### src/rtl/iob_native2axi.sv
// Bridge from the IOb native request/response bus to an AXI4 master port.
// One single-beat INCR transaction in flight at a time; all outputs registered.
module iob_native2axi #(
  parameter int unsigned ADDR_W = 16,
  parameter int unsigned DATA_W = 32,
  parameter int unsigned ID_W   = 8,
  parameter int unsigned LEN_W  = 8,
  parameter int unsigned AXI_ID = 0
) (
  input  logic                  clk_i,
  input  logic                  rst_i,
  input  logic                  iob_valid_i,
  input  logic [ADDR_W-1:0]     iob_addr_i,
  input  logic [DATA_W-1:0]     iob_wdata_i,
  input  logic [DATA_W/8-1:0]   iob_wstrb_i,
  output logic                  iob_ready_o,
  output logic                  iob_rvalid_o,
  output logic [DATA_W-1:0]     iob_rdata_o,
  output logic                  err_o,
  output logic [ID_W-1:0]       axi_awid_o,
  output logic [ADDR_W-1:0]     axi_awaddr_o,
  output logic [LEN_W-1:0]      axi_awlen_o,
  output logic [2:0]            axi_awsize_o,
  output logic [1:0]            axi_awburst_o,
  output logic [1:0]            axi_awlock_o,
  output logic [3:0]            axi_awcache_o,
  output logic [2:0]            axi_awprot_o,
  output logic [3:0]            axi_awqos_o,
  output logic                  axi_awvalid_o,
  input  logic                  axi_awready_i,
  output logic [DATA_W-1:0]     axi_wdata_o,
  output logic [DATA_W/8-1:0]   axi_wstrb_o,
  output logic                  axi_wlast_o,
  output logic                  axi_wvalid_o,
  input  logic                  axi_wready_i,
  input  logic [ID_W-1:0]       axi_bid_i,
  input  logic [1:0]            axi_bresp_i,
  input  logic                  axi_bvalid_i,
  output logic                  axi_bready_o,
  output logic [ID_W-1:0]       axi_arid_o,
  output logic [ADDR_W-1:0]     axi_araddr_o,
  output logic [LEN_W-1:0]      axi_arlen_o,
  output logic [2:0]            axi_arsize_o,
  output logic [1:0]            axi_arburst_o,
  output logic [1:0]            axi_arlock_o,
  output logic [3:0]            axi_arcache_o,
  output logic [2:0]            axi_arprot_o,
  output logic [3:0]            axi_arqos_o,
  output logic                  axi_arvalid_o,
  input  logic                  axi_arready_i,
  input  logic [ID_W-1:0]       axi_rid_i,
  input  logic [DATA_W-1:0]     axi_rdata_i,
  input  logic [1:0]            axi_rresp_i,
  input  logic                  axi_rlast_i,
  input  logic                  axi_rvalid_i,
  output logic                  axi_rready_o
);

  localparam int unsigned STRB_W = DATA_W / 8;
  localparam int unsigned SIZE   = $clog2(STRB_W);

  typedef enum logic [1:0] {IDLE, WRITE, WRESP, READ} state_t;

  state_t              state_q, state_d;
  logic                ready_q, ready_d;
  logic                awvalid_q, awvalid_d;
  logic                wvalid_q, wvalid_d;
  logic                bready_q, bready_d;
  logic                arvalid_q, arvalid_d;
  logic                rready_q, rready_d;
  logic                rvalid_q, rvalid_d;
  logic                err_q, err_d;
  logic [ADDR_W-1:0]   addr_q, addr_d;
  logic [DATA_W-1:0]   wdata_q, wdata_d;
  logic [STRB_W-1:0]   wstrb_q, wstrb_d;
  logic [DATA_W-1:0]   rdata_q, rdata_d;

  // Response IDs and rlast carry no information for a single-beat, single-ID master.
  logic unused_inputs;
  assign unused_inputs = ^{axi_bid_i, axi_rid_i, axi_rlast_i};

  // Next-state and next-output logic.
  always_comb begin
    state_d   = state_q;
    ready_d   = ready_q;
    awvalid_d = awvalid_q;
    wvalid_d  = wvalid_q;
    bready_d  = bready_q;
    arvalid_d = arvalid_q;
    rready_d  = rready_q;
    rvalid_d  = 1'b0;
    err_d     = 1'b0;
    addr_d    = addr_q;
    wdata_d   = wdata_q;
    wstrb_d   = wstrb_q;
    rdata_d   = rdata_q;
    case (state_q)
      IDLE: begin
        ready_d = 1'b1;
        if (iob_valid_i && ready_q) begin
          ready_d = 1'b0;
          addr_d  = iob_addr_i;
          wdata_d = iob_wdata_i;
          wstrb_d = iob_wstrb_i;
          if (|iob_wstrb_i) begin
            state_d   = WRITE;
            awvalid_d = 1'b1;
            wvalid_d  = 1'b1;
          end else begin
            state_d   = READ;
            arvalid_d = 1'b1;
          end
        end
      end
      WRITE: begin
        // AW and W complete independently, in either order.
        awvalid_d = awvalid_q && !axi_awready_i;
        wvalid_d  = wvalid_q && !axi_wready_i;
        if (!awvalid_d && !wvalid_d) begin
          state_d  = WRESP;
          bready_d = 1'b1;
        end
      end
      WRESP: begin
        if (axi_bvalid_i) begin
          state_d  = IDLE;
          bready_d = 1'b0;
          ready_d  = 1'b1;
          err_d    = |axi_bresp_i;
        end
      end
      READ: begin
        if (arvalid_q && axi_arready_i) begin
          arvalid_d = 1'b0;
          rready_d  = 1'b1;
        end
        if (rready_q && axi_rvalid_i) begin
          state_d  = IDLE;
          rready_d = 1'b0;
          ready_d  = 1'b1;
          rvalid_d = 1'b1;
          err_d    = |axi_rresp_i;
          rdata_d  = axi_rdata_i;
        end
      end
      default: state_d = IDLE;
    endcase
  end

  // State and output registers.
  always_ff @(posedge clk_i or posedge rst_i) begin
    if (rst_i) begin
      state_q   <= IDLE;
      ready_q   <= 1'b0;
      awvalid_q <= 1'b0;
      wvalid_q  <= 1'b0;
      bready_q  <= 1'b0;
      arvalid_q <= 1'b0;
      rready_q  <= 1'b0;
      rvalid_q  <= 1'b0;
      err_q     <= 1'b0;
      addr_q    <= '0;
      wdata_q   <= '0;
      wstrb_q   <= '0;
      rdata_q   <= '0;
    end else begin
      state_q   <= state_d;
      ready_q   <= ready_d;
      awvalid_q <= awvalid_d;
      wvalid_q  <= wvalid_d;
      bready_q  <= bready_d;
      arvalid_q <= arvalid_d;
      rready_q  <= rready_d;
      rvalid_q  <= rvalid_d;
      err_q     <= err_d;
      addr_q    <= addr_d;
      wdata_q   <= wdata_d;
      wstrb_q   <= wstrb_d;
      rdata_q   <= rdata_d;
    end
  end

  assign iob_ready_o   = ready_q;
  assign iob_rvalid_o  = rvalid_q;
  assign iob_rdata_o   = rdata_q;
  assign err_o         = err_q;

  assign axi_awid_o    = ID_W'(AXI_ID);
  assign axi_awaddr_o  = addr_q;
  assign axi_awlen_o   = '0;
  assign axi_awsize_o  = 3'(SIZE);
  assign axi_awburst_o = 2'b01;
  assign axi_awlock_o  = 2'b00;
  assign axi_awcache_o = 4'b0011;
  assign axi_awprot_o  = 3'b000;
  assign axi_awqos_o   = 4'b0000;
  assign axi_awvalid_o = awvalid_q;

  assign axi_wdata_o   = wdata_q;
  assign axi_wstrb_o   = wstrb_q;
  assign axi_wlast_o   = 1'b1;
  assign axi_wvalid_o  = wvalid_q;
  assign axi_bready_o  = bready_q;

  assign axi_arid_o    = ID_W'(AXI_ID);
  assign axi_araddr_o  = addr_q;
  assign axi_arlen_o   = '0;
  assign axi_arsize_o  = 3'(SIZE);
  assign axi_arburst_o = 2'b01;
  assign axi_arlock_o  = 2'b00;
  assign axi_arcache_o = 4'b0011;
  assign axi_arprot_o  = 3'b000;
  assign axi_arqos_o   = 4'b0000;
  assign axi_arvalid_o = arvalid_q;
  assign axi_rready_o  = rready_q;

endmodule
### config.mk
export PLATFORM = sky130hd
export DESIGN_NAME = iob_native2axi
export DESIGN_NICKNAME = d
export VERILOG_FILES = /design/src/rtl/iob_native2axi.sv
export SDC_FILE = /design/constraint.sdc
export NUM_CORES = 1
export LEC_CHECK = 0
export CORE_MARGIN = 8
export CORE_UTILIZATION = 26
export CTS_CLUSTER_DIAMETER = 30
export DETAILED_ROUTE_END_ITERATION = 8
export GPL_TIMING_DRIVEN = 0
export SYNTH_ARGS = -nofsm -noshare
export SYNTH_HDL_FRONTEND = slang
export SYNTH_SLANG_ARGS = --single-unit
### constraint.sdc
create_clock -name clk_i -period 2.9 [get_ports clk_i]
set_clock_uncertainty 0.15 [all_clocks]
set_input_delay 0.29 -clock clk_i [delete_from_list [all_inputs] [get_ports clk_i]]
set_output_delay 0.29 -clock clk_i [all_outputs]
set_load 0.02 [all_outputs]
## Yosys cells after proc, flatten, opt, wreduce, memory -nomap -nowiden

Index checks and enable logic that the tools add are counted.

| word-level totals | value |
|---|---|
| register bits | 94 |
| input bits | 113 |
| output and inout port bits | 177 |
| logic and storage cells | 78 |

| operators by class | value |
|---|---|
| equality and inequality tests | 10 |
| muxes and demuxes | 28 |
| reduce and logical (&&, ||, !) cells | 27 |

Operators with widths:

| kind | count |
|---|---|
| $mux W1 | 16 |
| $ne A2 B2 Y1 const B | 7 |
| $mux W2 | 5 |
| $pmux W1 S2 | 5 |
| $reduce_and A3 Y1 | 3 |
| $pmux W2 S4 | 1 |
| $reduce_and A4 Y1 | 2 |
| $reduce_bool A2 Y1 | 4 |
| $logic_and A1 B1 Y1 | 6 |
| $reduce_and A2 Y1 | 3 |
| $eq A2 B2 Y1 const B | 2 |
| $logic_not A1 Y1 | 4 |
| $reduce_or A2 Y1 | 2 |
| $reduce_or A4 Y1 | 1 |
| $pmux W1 S3 | 1 |
| $reduce_bool A3 Y1 | 1 |
| $eq A2 B1 Y1 const B | 1 |
| $logic_not A2 Y1 | 1 |

## Depth between registers and ports, before layout

Gate-level depths: netlist of the first run.

| depth | value |
|---|---|
| depth after elaboration | 6 |
| gate-level depth with buffers | 6 |

## Least setup slack after synthesis of the first run

OpenSTA, ideal clock, no wires.

| timing | value |
|---|---|
| path type | reg2reg |
| start | register ready_q, in the netlist iob_ready_o |
| end | register addr_q[0], in the netlist axi_araddr_o[0] |
| library setup time | 125 ps |
| arrival | 1530 ps |
| required time | 2625 ps |
| path slack | 1095 ps |
| stages on the path, launching flop included | 5 |
| buffers on the path | 1 |
| period minus slack after synthesis | 1805 ps |
| path through | dfrtp_1 nand2_1 nor3_4 buf_6 mux2_2 |

| between the ends | value |
|---|---|
| longest elaborated chain between the ends | 2 |

Ends and longest elaborated chain:

| element | RTL line | RTL |
|---|---|---|
| start: declaration | 65 | `logic ready_q, ready_d;` |
| start signal: assignment | 168 | `ready_q <= ready_d;` |
| $logic_and A1 B1 Y1 | 100 | `if (iob_valid_i && ready_q) begin` |
| $reduce_and A2 Y1 (no source line) | n/a |  |
| end signal: assignment | 176 | `addr_q <= addr_d;` |
| end: declaration | 73 | `logic [ADDR_W-1:0] addr_q, addr_d;` |

No other way between the ends.
A chain may end at the register's enable or synchronous reset.

## Worst setup path in the final report of the first run

| timing | value |
|---|---|
| start | register state_q[1] |
| end | register wdata_q[11], in the netlist axi_wdata_o[11] |

| between the ends | value |
|---|---|
| longest elaborated chain between the ends | 2 |

Ends and longest elaborated chain:

| element | RTL line | RTL |
|---|---|---|
| start: declaration | 64 | `state_t state_q, state_d;` |
| start signal: assignment | 167 | `state_q <= state_d;` |
| $logic_not A2 Y1 | 97 | `case (state_q)` |
| $reduce_and A2 Y1 (no source line) | n/a |  |
| end signal: assignment | 177 | `wdata_q <= wdata_d;` |
| end: declaration | 74 | `logic [DATA_W-1:0] wdata_q, wdata_d;` |

No other way between the ends.

==> insert_results.sql, run 1 <==
INSERT INTO impl_metrics (metric_group, metric, value, unit) VALUES
('final_layout', 'finalNetCount', '774', ''),
('timing', 'report.final.slew_viol_count', '0', ''),
('worst_setup_path', 'reg2reg_from', 'state_q[1]$_DFFE_PP0P_', ''),
('timing', 'fin_crit', '1.98', 'ns'),
('final_layout', 'post_route_cells_drive_above_1_share', '23.7', '%'),
('routing', 'avgRoutedWirePerCell', '14.2', 'um'),
('final_layout', 'multiInputGateArea', '0.00141', 'mm2'),
('run_status', 'status', 'completed', ''),
('synthesis', 'ys_dominant_reg_cell', 'sky130_fd_sc_hd__dfrtp_1', ''),
('final_layout', 'insertedDiodeCount', '0', ''),
('cts', 'cts_resized', '0', ''),
('die', 'die_width', '144', 'um'),
('die', 'floorplan.initialDensity', '26.2', '%'),
('final_layout', 'number_of_fill_cells', '1556', ''),
('worst_setup_path', 'critical_path.reg2reg.endpoint', 'axi_wdata_o[11]$_DFFE_PP0P_', ''),
('grt', 'grt-ovfl-total', '0', ''),
('synthesis', 'ys_seq_area_share', '55.1', '%'),
('final_layout', 'design_area', '0.00721', 'mm2'),
('cts', 'cts.sinks', '94', ''),
('timing', 'max-slew-margin-rel', '53.6', '%'),
('timing', 'final_min_period_over_clock_period', '68.2', '%'),
('die', 'core_region_area', '0.0163', 'mm2'),
('cts', 'cts_max_path_buffers', '2', ''),
('timing', 'finalSetupViolations', '0', ''),
('synthesis', 'yosysWarnings', '0', ''),
('synthesis', 'synthDominantCellAreaShare', '55.1', '%'),
('placed_design', 'dpl_cell_area', '0.00686', 'mm2'),
('worst_setup_path', 'worstSetupStartpointType', 'flip-flop', ''),
('power', 'max-vdd-ir-drop', '0.336', 'mV'),
('synthesis', 'postSynthAreaPerCell', '11.3', 'um2'),
('hold_path', 'class_of_the_tightest_hold_or_removal_check', 'in -> async', ''),
('placed_design', 'finalWeightedCongestion', '0.745', ''),
('die', 'floorplan.rows', '47', ''),
('worst_setup_path', 'cp.arrival', '2.05', 'ns'),
('synthesis', 'synth-async-reset-ratio', '100', '%'),
('cts', 'clk_latency', '0.34', 'ns'),
('timing', 'timing_worst_slew_pin_value', '0.694', 'ns'),
('routing', 'drt_pre_antenna_iters', '4', ''),
('routing', 'route.final.wire_length', '12.6', 'mm'),
('run', 'cap_viol_max_count', '0', ''),
('power', 'p_leak', '3.42', 'nW'),
('routing', 'drtIter0Drc', '55', ''),
('synthesis', 'main_area_contributors_after_synthesis', 'sky130_fd_sc_hd__dfrtp_1, sky130_fd_sc_hd__buf_4, sky130_fd_sc_hd__mux2_2, sky130_fd_sc_hd__nand2_1, sky130_fd_sc_hd__mux2_1', ''),
('worst_setup_path', 'worstRegToRegCells', '4', ''),
('worst_setup_path', 'crit_fanout', '10', ''),
('die', 'fp.dieH', '144', 'um'),
('grt', 'grt_first_pass_wirelength', '18.8', 'mm'),
('routing', 'routed-via-count', '3372', ''),
('synthesis', 'total_of_flip_flops_plus_latches_after_synthesis', '94', ''),
('placed_design', 'port_buffers', '203', ''),
('grt', 'number_of_global_route_vias_before_repair', '3602', ''),
('timing', 'hold_viol_final', '0', ''),
('cts', 'cts_post_setup_buffers_inserted', '0', ''),
('synthesis', 'yosysTopAreaCell', 'sky130_fd_sc_hd__dfrtp_1', ''),
('cts', 'cts-root-buf', 'sky130_fd_sc_hd__clkbuf_16', ''),
('placed_design', 'dp_hpwl', '10.1', 'mm'),
('routing', 'drt-vias-per-instance', '3.81', ''),
('routing', 'route.antenna.remaining_nets', '0', ''),
('final_layout', 'regArea', '0.00235', 'mm2'),
('grt', 'grt_util_all_layers', '11.7', '%'),
('power', 'power', '7.07', 'mW'),
('worst_setup_path', 'setup.reg_to_reg.worst_slack', '0.92', 'ns'),
('grt', 'grt_start_max_net_pins', '49', ''),
('routing', 'drt_drc_violations_left', '0', ''),
('cts', 'cts_tree', 'done', ''),
('timing', 'unrepaired_setup_endpoints_after_global_routing', 'no', ''),
('synthesis', 'netlist_area', '0.00427', 'mm2'),
('timing', 'fmax', '505', 'MHz'),
('cts', 'h-tree-depth', '3', ''),
('die', 'area_of_the_die', '0.0208', 'mm2'),
('worst_setup_path', 'kind_of_end_point_of_the_critical_path', 'flip-flop', ''),
('cts', 'cts_made_buffers', '9', ''),
('worst_setup_path', 'required', '2.97', 'ns'),
('worst_setup_path', 'criticalPathCategory', 'reg -> reg', ''),
('synthesis', 'cells_after_synthesis', '379', ''),
('cts', 'cts-hold-fix-buffers', '0', ''),
('synthesis', 'synth-edff-count', '0', ''),
('grt', 'antenna_violations_before_repair', '0', ''),
('die', 'io-pin-count', '290', ''),
('power', 'powerDensity', '980', 'mW/mm2'),
('final_layout', 'area_growth_syn_to_layout', '69.0', '%'),
('cts', 'cts.reportedPaths.clkPinSlew', '0.07', 'ns'),
('synthesis', 'yosysUniqueCellTypes', '28', '');
[cell usage after synthesis (2+ instances only)]
library cell,instances
sky130_fd_sc_hd__nand2_1,99
sky130_fd_sc_hd__dfrtp_1,94
sky130_fd_sc_hd__buf_4,85
sky130_fd_sc_hd__mux2_2,45
sky130_fd_sc_hd__mux2_1,7
sky130_fd_sc_hd__buf_6,6
sky130_fd_sc_hd__inv_1,5
sky130_fd_sc_hd__clkbuf_1,4
sky130_fd_sc_hd__nor2_1,4
sky130_fd_sc_hd__a31oi_1,3
sky130_fd_sc_hd__buf_2,3
sky130_fd_sc_hd__nand3_1,3
sky130_fd_sc_hd__o21ai_0,3
sky130_fd_sc_hd__a21o_1,2
sky130_fd_sc_hd__conb_1,2
sky130_fd_sc_hd__o221ai_1,2
[state kept, by name (all words and copies together) (netlist names), 2 cells and up]
signal        flops
axi_araddr_o     16
state_q           2
axi_wdata_o      32
axi_wstrb_o       4
iob_rdata_o      32
[through the flow]
step	utilization (%)	cells	setup slack (ns)	hold WS, ns	TNS (ns)
after floorplan	-	446	0.0113	0.245	0
after global placement	41.9	869	-1.59	0.307	-148.44
after detailed placement	42.1	870	0.525	0.312	0
after CTS	44.3	886	0.870	0.250	0
after global routing	44.3	886	0.802	0.310	0
final	44.3	886	0.921	0.237	0
[critical path, cell delays in order (launching register included)]
cell and delay [ns]:
sky130_fd_sc_hd__dfrtp_1 0.37, sky130_fd_sc_hd__buf_6 0.14, sky130_fd_sc_hd__nor3_4 0.60, sky130_fd_sc_hd__buf_6 0.25
sky130_fd_sc_hd__mux2_2 0.34
[cell type report]
class,count,share of cell area (%)
Inverter,6,0.347
Clock inverter,5,1.44
Clock buffer,11,3.50
Multi-Input combinational cell,248,19.5
Tap cell,220,3.82
Timing Repair Buffer,204,28.6
Sequential cell,94,32.6
Buffer,98,10.2
[cells in the final DEF, fill, tap and decap left out, types with 2 or more instances in the layout]
master                            count
sky130_fd_sc_hd__buf_4               85
sky130_fd_sc_hd__mux2_2              45
sky130_fd_sc_hd__buf_2                3
sky130_fd_sc_hd__clkdlybuf4s50_1    203
sky130_fd_sc_hd__clkbuf_16            9
sky130_fd_sc_hd__a31oi_1              3
sky130_fd_sc_hd__bufinv_16            3
sky130_fd_sc_hd__mux2_1               7
sky130_fd_sc_hd__nand3_1              3
sky130_fd_sc_hd__o221ai_1             2
sky130_fd_sc_hd__dfrtp_1             94
sky130_fd_sc_hd__conb_1              69
sky130_fd_sc_hd__clkbuf_1             4
sky130_fd_sc_hd__nor2_1               4
sky130_fd_sc_hd__buf_6                6
sky130_fd_sc_hd__a21o_1               2
sky130_fd_sc_hd__nand2_1             99
sky130_fd_sc_hd__o21ai_0              3
sky130_fd_sc_hd__clkbuf_8             2
sky130_fd_sc_hd__inv_1                4
[power by group]
part           internal, mW  total [mW]  switching (mW)
clock network         0.892        1.40           0.506
logic                  1.86        3.52            1.66
registers              1.84        2.15           0.308
[cells by family (layout without fill, tap and decap cells)]
family / Yosys count / count (layout) / synth area share (%)
compound gates: 16 / 16 / 2.73
buf+inv: 104 / 324 / 17.8
flops: 94 / 94 / 55.1
mux: 53 / 53 / 14.0
other cells: 2 / 69 / 0.176
simple gates: 110 / 110 / 10.2
[per-layer routing]
layer  global-route usage [%]  wire, um  up-vias
met5                        0         0        -
met4                     4.87       187        0
met3                     4.79      1490       12
met2                     19.6      6140      153
met1                     12.9      4740     1568
li1                         -         -     1639
[how the worst max path moves through the flow]
stage	slack, ns	end	start	depth (start not counted)
floorplan	0.01	axi_araddr_o[0]$_DFFE_PP0P_	rst_i	1
global placement	-1.59	axi_wdata_o[26]$_DFFE_PP0P_	rst_i	2
detailed placement	0.53	axi_wdata_o[11]$_DFFE_PP0P_	iob_valid_i	5
CTS	0.87	axi_araddr_o[8]$_DFFE_PP0P_	state_q[1]$_DFFE_PP0P_	4
global route	0.80	axi_araddr_o[15]$_DFFE_PP0P_	iob_ready_o$_DFFE_PP0P_	4
finish	0.92	axi_wdata_o[11]$_DFFE_PP0P_	state_q[1]$_DFFE_PP0P_	4
Note: power is estimated with default switching activity, not from simulation.
==> run 2, diff against run 1 <==
Clock period 2.9 ns to 1.9 ns, I/O delays scaled along.
==> insert_results.sql, run 2 (synthesis results as in run 1) <==
INSERT INTO impl_metrics (metric_group, metric, value, unit) VALUES
('run', 'cap_viol_max_count', '0', ''),
('placed_design', 'place_inst', '871', ''),
('placed_design', 'pre_cts_ws', '-0.371', 'ns'),
('die', 'area_of_the_die', '0.0208', 'mm2'),
('cts', 'cts_max_path_buffers', '2', ''),
('timing', 'max-slew-margin-rel', '66.5', '%'),
('worst_setup_path', 'kind_of_end_point_of_the_critical_path', 'output port', ''),
('grt', 'grt_first_pass_wirelength', '19.0', 'mm'),
('power', 'p_leak', '3.41', 'nW'),
('power', 'max-vdd-ir-drop', '0.509', 'mV'),
('grt', 'grt-ovfl-total', '0', ''),
('final_layout', 'finalNetCount', '778', ''),
('die', 'floorplan.initialDensity', '26.2', '%'),
('routing', 'drt_drc_violations_left', '0', ''),
('timing', 'post-route-worst-setup-slack', '0.112', 'ns'),
('cts', 'h-tree-depth', '3', ''),
('timing', 'fin_tns_setup', '0', 'ns'),
('final_layout', 'design_area', '0.00720', 'mm2'),
('worst_setup_path', 'cp.arrival', '1.45', 'ns'),
('timing', 'report.final.slew_viol_count', '0', ''),
('cts', 'cts.reportedPaths.clkPinSlew', '0.07', 'ns'),
('placed_design', 'finalWeightedCongestion', '0.735', ''),
('timing', 'unrepaired_setup_endpoints_after_global_routing', 'no', ''),
('cts', 'cts_made_buffers', '9', ''),
('timing', 'hold_viol_final', '0', ''),
('hold_path', 'class_of_the_tightest_hold_or_removal_check', 'in -> async', ''),
('routing', 'route.antenna.remaining_nets', '0', ''),
('die', 'floorplan.rows', '47', ''),
('timing', 'fin_crit', '1.79', 'ns'),
('run_status', 'status', 'completed', ''),
('routing', 'avgRoutedWirePerCell', '14.4', 'um'),
('worst_setup_path', 'required', '1.56', 'ns'),
('grt', 'grt_util_all_layers', '11.9', '%'),
('grt', 'antenna_violations_before_repair', '0', ''),
('worst_setup_path', 'reg2reg_from', 'state_q[1]$_DFFE_PP0P_', ''),
('die', 'core_region_area', '0.0163', 'mm2'),
('worst_setup_path', 'crit_fanout', '3', ''),
('worst_setup_path', 'criticalPathCategory', 'reg -> out', ''),
('die', 'fp.dieH', '144', 'um'),
('final_layout', 'post_route_cells_drive_above_1_share', '24.2', '%'),
('routing', 'drt_pre_antenna_iters', '4', ''),
('cts', 'cts-root-buf', 'sky130_fd_sc_hd__clkbuf_16', ''),
('placed_design', 'port_buffers', '203', ''),
('grt', 'number_of_global_route_vias_before_repair', '3527', ''),
('final_layout', 'number_of_fill_cells', '1546', ''),
('routing', 'route.final.wire_length', '12.8', 'mm'),
('timing', 'fmax', '559', 'MHz'),
('cts', 'cts.sinks', '94', ''),
('power', 'powerDensity', '1460', 'mW/mm2'),
('die', 'io-pin-count', '290', ''),
('routing', 'drtIter0Drc', '50', ''),
('timing', 'timing_worst_slew_pin_value', '0.502', 'ns'),
('worst_setup_path', 'cp_slowest_cell', 'sky130_fd_sc_hd__clkdlybuf4s50_1', ''),
('placed_design', 'dpl_cell_area', '0.00687', 'mm2'),
('worst_setup_path', 'worst_stage_delay_on_the_critical_path', '0.60', 'ns'),
('final_layout', 'insertedDiodeCount', '0', ''),
('final_layout', 'mostFrequentLayoutCell', 'sky130_fd_sc_hd__clkdlybuf4s50_1', ''),
('timing', 'finalSetupViolations', '0', ''),
('placed_design', 'dp_hpwl', '10.3', 'mm'),
('worst_setup_path', 'setup.reg_to_reg.worst_slack', '0.16', 'ns'),
('die', 'die_width', '144', 'um'),
('final_layout', 'most-common-layout-cells', 'sky130_fd_sc_hd__clkdlybuf4s50_1, sky130_fd_sc_hd__nand2_1, sky130_fd_sc_hd__dfrtp_1', ''),
('worst_setup_path', 'timing.critical_path.from', 'axi_araddr_o[6]$_DFFE_PP0P_', ''),
('final_layout', 'multiInputGateArea', '0.00141', 'mm2'),
('cts', 'cts-hold-fix-buffers', '0', ''),
('cts', 'cts_tree', 'done', ''),
('final_layout', 'area_growth_syn_to_layout', '68.9', '%'),
('routing', 'routed-via-count', '3379', ''),
('worst_setup_path', 'worstPathCellList', 'buf_4 -> clkdlybuf4s50_1', ''),
('final_layout', 'finalNonFillerCells', '890', ''),
('routing', 'drt-vias-per-instance', '3.80', ''),
('timing', 'final_min_period_over_clock_period', '94.1', '%'),
('worst_setup_path', 'worstSetupStartpointType', 'flip-flop', ''),
('cts', 'clk_latency', '0.34', 'ns'),
('final_layout', 'regArea', '0.00235', 'mm2'),
('grt', 'grt_start_max_net_pins', '40', '');
==> run 2: final timing paths <==
kind / endpoint / depth (start not counted)
setup / recovery: axi_awaddr_o[6] / 2
hold / removal: axi_wdata_o[20]$_DFFE_PP0P_ / 2
setup reg to reg: iob_rdata_o[1]$_DFFE_PP0P_ / 6
hold reg to reg: iob_rdata_o[2]$_DFFE_PP0P_ / 2
max in group asynchronous: iob_rdata_o[7]$_DFFE_PP0P_ / 3
min in group clk_i: iob_rdata_o[11]$_DFFE_PP0P_ / 3
==> run 2: critical path, delay by kind of cell, from the launching register on <==
kind | cells | cell delay (ns)
buf+inv | 2 | 0.73
flops | 1 | 0.38
==> run 2: final cells by class <==
| type | instances | share of cell area [%] |
|---|---|---|
| flip-flops and latches | 94 | 32.7 |
| repair buffers | 208 | 29.2 |
| multi-input cells | 248 | 19.5 |
| plain buffers | 98 | 10.2 |
| well taps | 220 | 3.82 |
| clock buffers | 10 | 3.32 |
| clock inverters | 6 | 0.851 |
| inverters | 6 | 0.365 |
==> run 2: per-layer routing <==
metal	track usage (%)	routed length, um	up-vias	share of wire [%]
li1	-	-	1651	-
met5	0	0	-	0
met3	5.65	1600	11	12
met2	20.2	6350	154	50
met4	4.65	184	0	1.4
met1	12.6	4680	1563	37
==> run 2: metrics by stage <==
| stage | total power [mW] | utilization [%] | hold WS [ns] |
|---|---|---|---|
| floorplan | 6.19 | - | 0.145 |
| global placement | 8.67 | 41.9 | 0.307 |
| detailed placement | 8.79 | 42.2 | 0.316 |
| CTS | 10.7 | 44.2 | 0.0686 |
| global route | 11.2 | 44.2 | 0.0808 |
| finish | 10.6 | 44.2 | 0.0627 |
==> run 2: repair_timing <==
action                                  4_1_cts  5_1_grt
endpoints found under the setup margin       47        0
gates resized for setup                       0        0
setup buffers                                 3        0
==> run 2: where the power goes <==
group | total, mW | internal, mW | leakage [nW] | switching (mW)
sequential | 3.28 | 2.81 | 1.17 | 0.471
clock | 1.83 | 1.05 | 0.148 | 0.775
combinational | 5.45 | 2.89 | 2.09 | 2.56
==> run 3, diff against run 2 <==
Settings changed: CELL_PAD_IN_SITES_DETAIL_PLACEMENT set to 0, CELL_PAD_IN_SITES_GLOBAL_PLACEMENT set to 1, CTS_CLUSTER_DIAMETER 30 to unset, PLACE_DENSITY_LB_ADDON set to 0.1.
==> insert_results.sql, run 3 (synthesis results as in run 1) <==
INSERT INTO impl_metrics (metric_group, metric, value, unit) VALUES
('run_status', 'status', 'completed', ''),
('final_layout', 'most-common-layout-cells', 'sky130_fd_sc_hd__clkdlybuf4s50_1, sky130_fd_sc_hd__nand2_1, sky130_fd_sc_hd__dfrtp_1', ''),
('timing', 'fmax', '554', 'MHz'),
('timing', 'finalSetupViolations', '0', ''),
('placed_design', 'finalWeightedCongestion', '0.747', ''),
('final_layout', 'insertedDiodeCount', '0', ''),
('worst_setup_path', 'cp.arrival', '1.47', 'ns'),
('grt', 'grt_first_pass_wirelength', '20.0', 'mm'),
('worst_setup_path', 'worstSetupStartpointType', 'flip-flop', ''),
('routing', 'drt-vias-per-instance', '3.79', ''),
('routing', 'routed-via-count', '3367', ''),
('power', 'powerDensity', '1470', 'mW/mm2'),
('timing', 'final_min_period_over_clock_period', '95.0', '%'),
('die', 'area_of_the_die', '0.0208', 'mm2'),
('grt', 'antenna_violations_before_repair', '0', ''),
('power', 'sequential_share_of_power', '31.3', '%'),
('die', 'core_region_area', '0.0163', 'mm2'),
('cts', 'cts_made_buffers', '9', ''),
('timing', 'hold_viol_final', '0', ''),
('power', 'switching_share', '35.7', '%'),
('grt', 'grt_start_max_net_pins', '40', ''),
('worst_setup_path', 'crit_fanout', '3', ''),
('cts', 'cts.sinks', '94', ''),
('routing', 'drt_pre_antenna_iters', '4', ''),
('final_layout', 'mostFrequentLayoutCell', 'sky130_fd_sc_hd__clkdlybuf4s50_1', ''),
('placed_design', 'pre_cts_ws', '-0.294', 'ns'),
('power', 'power_report.internal_total', '6.78', 'mW'),
('die', 'fp.dieH', '144', 'um'),
('cts', 'clk_latency', '0.35', 'ns'),
('routing', 'route.final.wire_length', '13.3', 'mm'),
('die', 'floorplan.initialDensity', '26.2', '%'),
('worst_setup_path', 'criticalPathCategory', 'reg -> out', ''),
('hold_path', 'class_of_the_tightest_hold_or_removal_check', 'in -> async', ''),
('die', 'floorplan.rows', '47', ''),
('placed_design', 'place_inst', '871', ''),
('timing', 'worst_hold_slack', '0.204', 'ns'),
('power', 'netSwitchingPower', '3.77', 'mW'),
('power', 'max-vdd-ir-drop', '0.722', 'mV'),
('final_layout', 'post_route_cells_drive_above_1_share', '23.8', '%'),
('placed_design', 'dp_hpwl', '10.7', 'mm'),
('grt', 'number_of_global_route_vias_before_repair', '3526', ''),
('power', 'p_leak', '3.40', 'nW'),
('run', 'cap_viol_max_count', '0', ''),
('grt', 'grt-ovfl-total', '0', ''),
('cts', 'cts.reportedPaths.clkPinSlew', '0.06', 'ns'),
('cts', 'cts-root-buf', 'sky130_fd_sc_hd__clkbuf_16', ''),
('routing', 'avgRoutedWirePerCell', '14.9', 'um'),
('worst_setup_path', 'required', '1.56', 'ns'),
('worst_setup_path', 'kind_of_end_point_of_the_critical_path', 'output port', ''),
('timing', 'report.final.slew_viol_count', '0', ''),
('power', 'p_comb_share', '51.4', '%'),
('cts', 'cts_resized', '0', ''),
('routing', 'route.antenna.remaining_nets', '0', ''),
('final_layout', 'finalNetCount', '777', ''),
('power', 'power.clock.fraction', '17.4', '%'),
('timing', 'timing_worst_slew_pin_value', '0.831', 'ns'),
('timing', 'unrepaired_setup_endpoints_after_global_routing', 'no', ''),
('timing', 'fin_crit', '1.81', 'ns'),
('final_layout', 'finalNonFillerCells', '889', ''),
('routing', 'drtIter0Drc', '60', ''),
('cts', 'h-tree-depth', '3', ''),
('die', 'die_width', '144', 'um'),
('timing', 'post-route-worst-setup-slack', '0.0944', 'ns'),
('cts', 'cts_max_path_buffers', '2', ''),
('power', 'power', '10.6', 'mW'),
('timing', 'max-slew-margin-rel', '44.5', '%'),
('placed_design', 'port_buffers', '203', ''),
('grt', 'grt_util_all_layers', '12.7', '%'),
('die', 'io-pin-count', '290', ''),
('cts', 'cts_tree', 'done', ''),
('routing', 'drt_drc_violations_left', '0', ''),
('final_layout', 'area_growth_syn_to_layout', '68.7', '%'),
('timing', 'fin_tns_setup', '0', 'ns');
==> run 3: cell type report <==
type                       instances  area [um2]
clock buffer                      13         260
multi-input combinational        248        1410
inverter                           6        26.3
fill                            1620        9090
tap                              220         275
clock inverter                     3        42.5
buffer                            98         736
sequential                        94        2350
timing repair buffer             207        2100
==> run 3: worst paths after layout <==
| kind | from | to | slack, ns | cells after the start |
|---|---|---|---|---|
| hold / removal | rst_i | axi_wdata_o[29]$_DFFE_PP0P_ | 0.20 | 2 |
| setup reg to reg | iob_ready_o$_DFFE_PP0P_ | axi_wdata_o[26]$_DFFE_PP0P_ | 0.18 | 5 |
| setup / recovery | axi_araddr_o[5]$_DFFE_PP0P_ | axi_awaddr_o[5] | 0.09 | 2 |
| min in group clk_i | axi_rdata_i[23] | iob_rdata_o[23]$_DFFE_PP0P_ | 0.22 | 3 |
| max in group asynchronous | rst_i | iob_rdata_o[30]$_DFFE_PP0P_ | 0.74 | 3 |
| hold reg to reg | iob_rdata_o[8]$_DFFE_PP0P_ | iob_rdata_o[8]$_DFFE_PP0P_ | 0.32 | 2 |
==> run 3: critical path: stages, from the launching register on <==
cell and delay (ns):
sky130_fd_sc_hd__dfrtp_1 0.40, sky130_fd_sc_hd__buf_4 0.13, sky130_fd_sc_hd__clkdlybuf4s50_1 0.59
==> run 3: metrics by stage <==
stage	util [%]	area [um2]
after floorplan	-	4520
after global routing	44.2	7200
final	44.2	7200
after global placement	41.9	6830
after detailed placement	42.2	6870
after CTS	44.2	7200
==> run 3: power groups by stage <==
| stage | combinational (mW) | sequential (mW) | clock (mW) |
|---|---|---|---|
| global placement | 5.41 | 3.32 | 0 |
| global route | 5.77 | 3.42 | 2.03 |
| floorplan | 1.95 | 4.24 | 0 |
| detailed placement | 5.46 | 3.35 | 0 |
| CTS | 5.51 | 3.32 | 1.93 |
| finish | 5.42 | 3.30 | 1.83 |
==> run 3: what timing repair did <==
action / 4_1_cts / 5_1_grt
hold buffers: 0 / 0
endpoints found under the setup margin: 47 / 0
hold endpoints to repair: 0 / 0
setup buffers: 2 / 0
==> run 3: per-layer routing <==
metal	vias to the layer above	GRT usage (%)	part of all wire, %
met4	0	3.10	1.1
met3	12	6.93	12
met1	1544	15.1	41
li1	1649	-	-
met5	-	0	0
met2	162	19.6	46
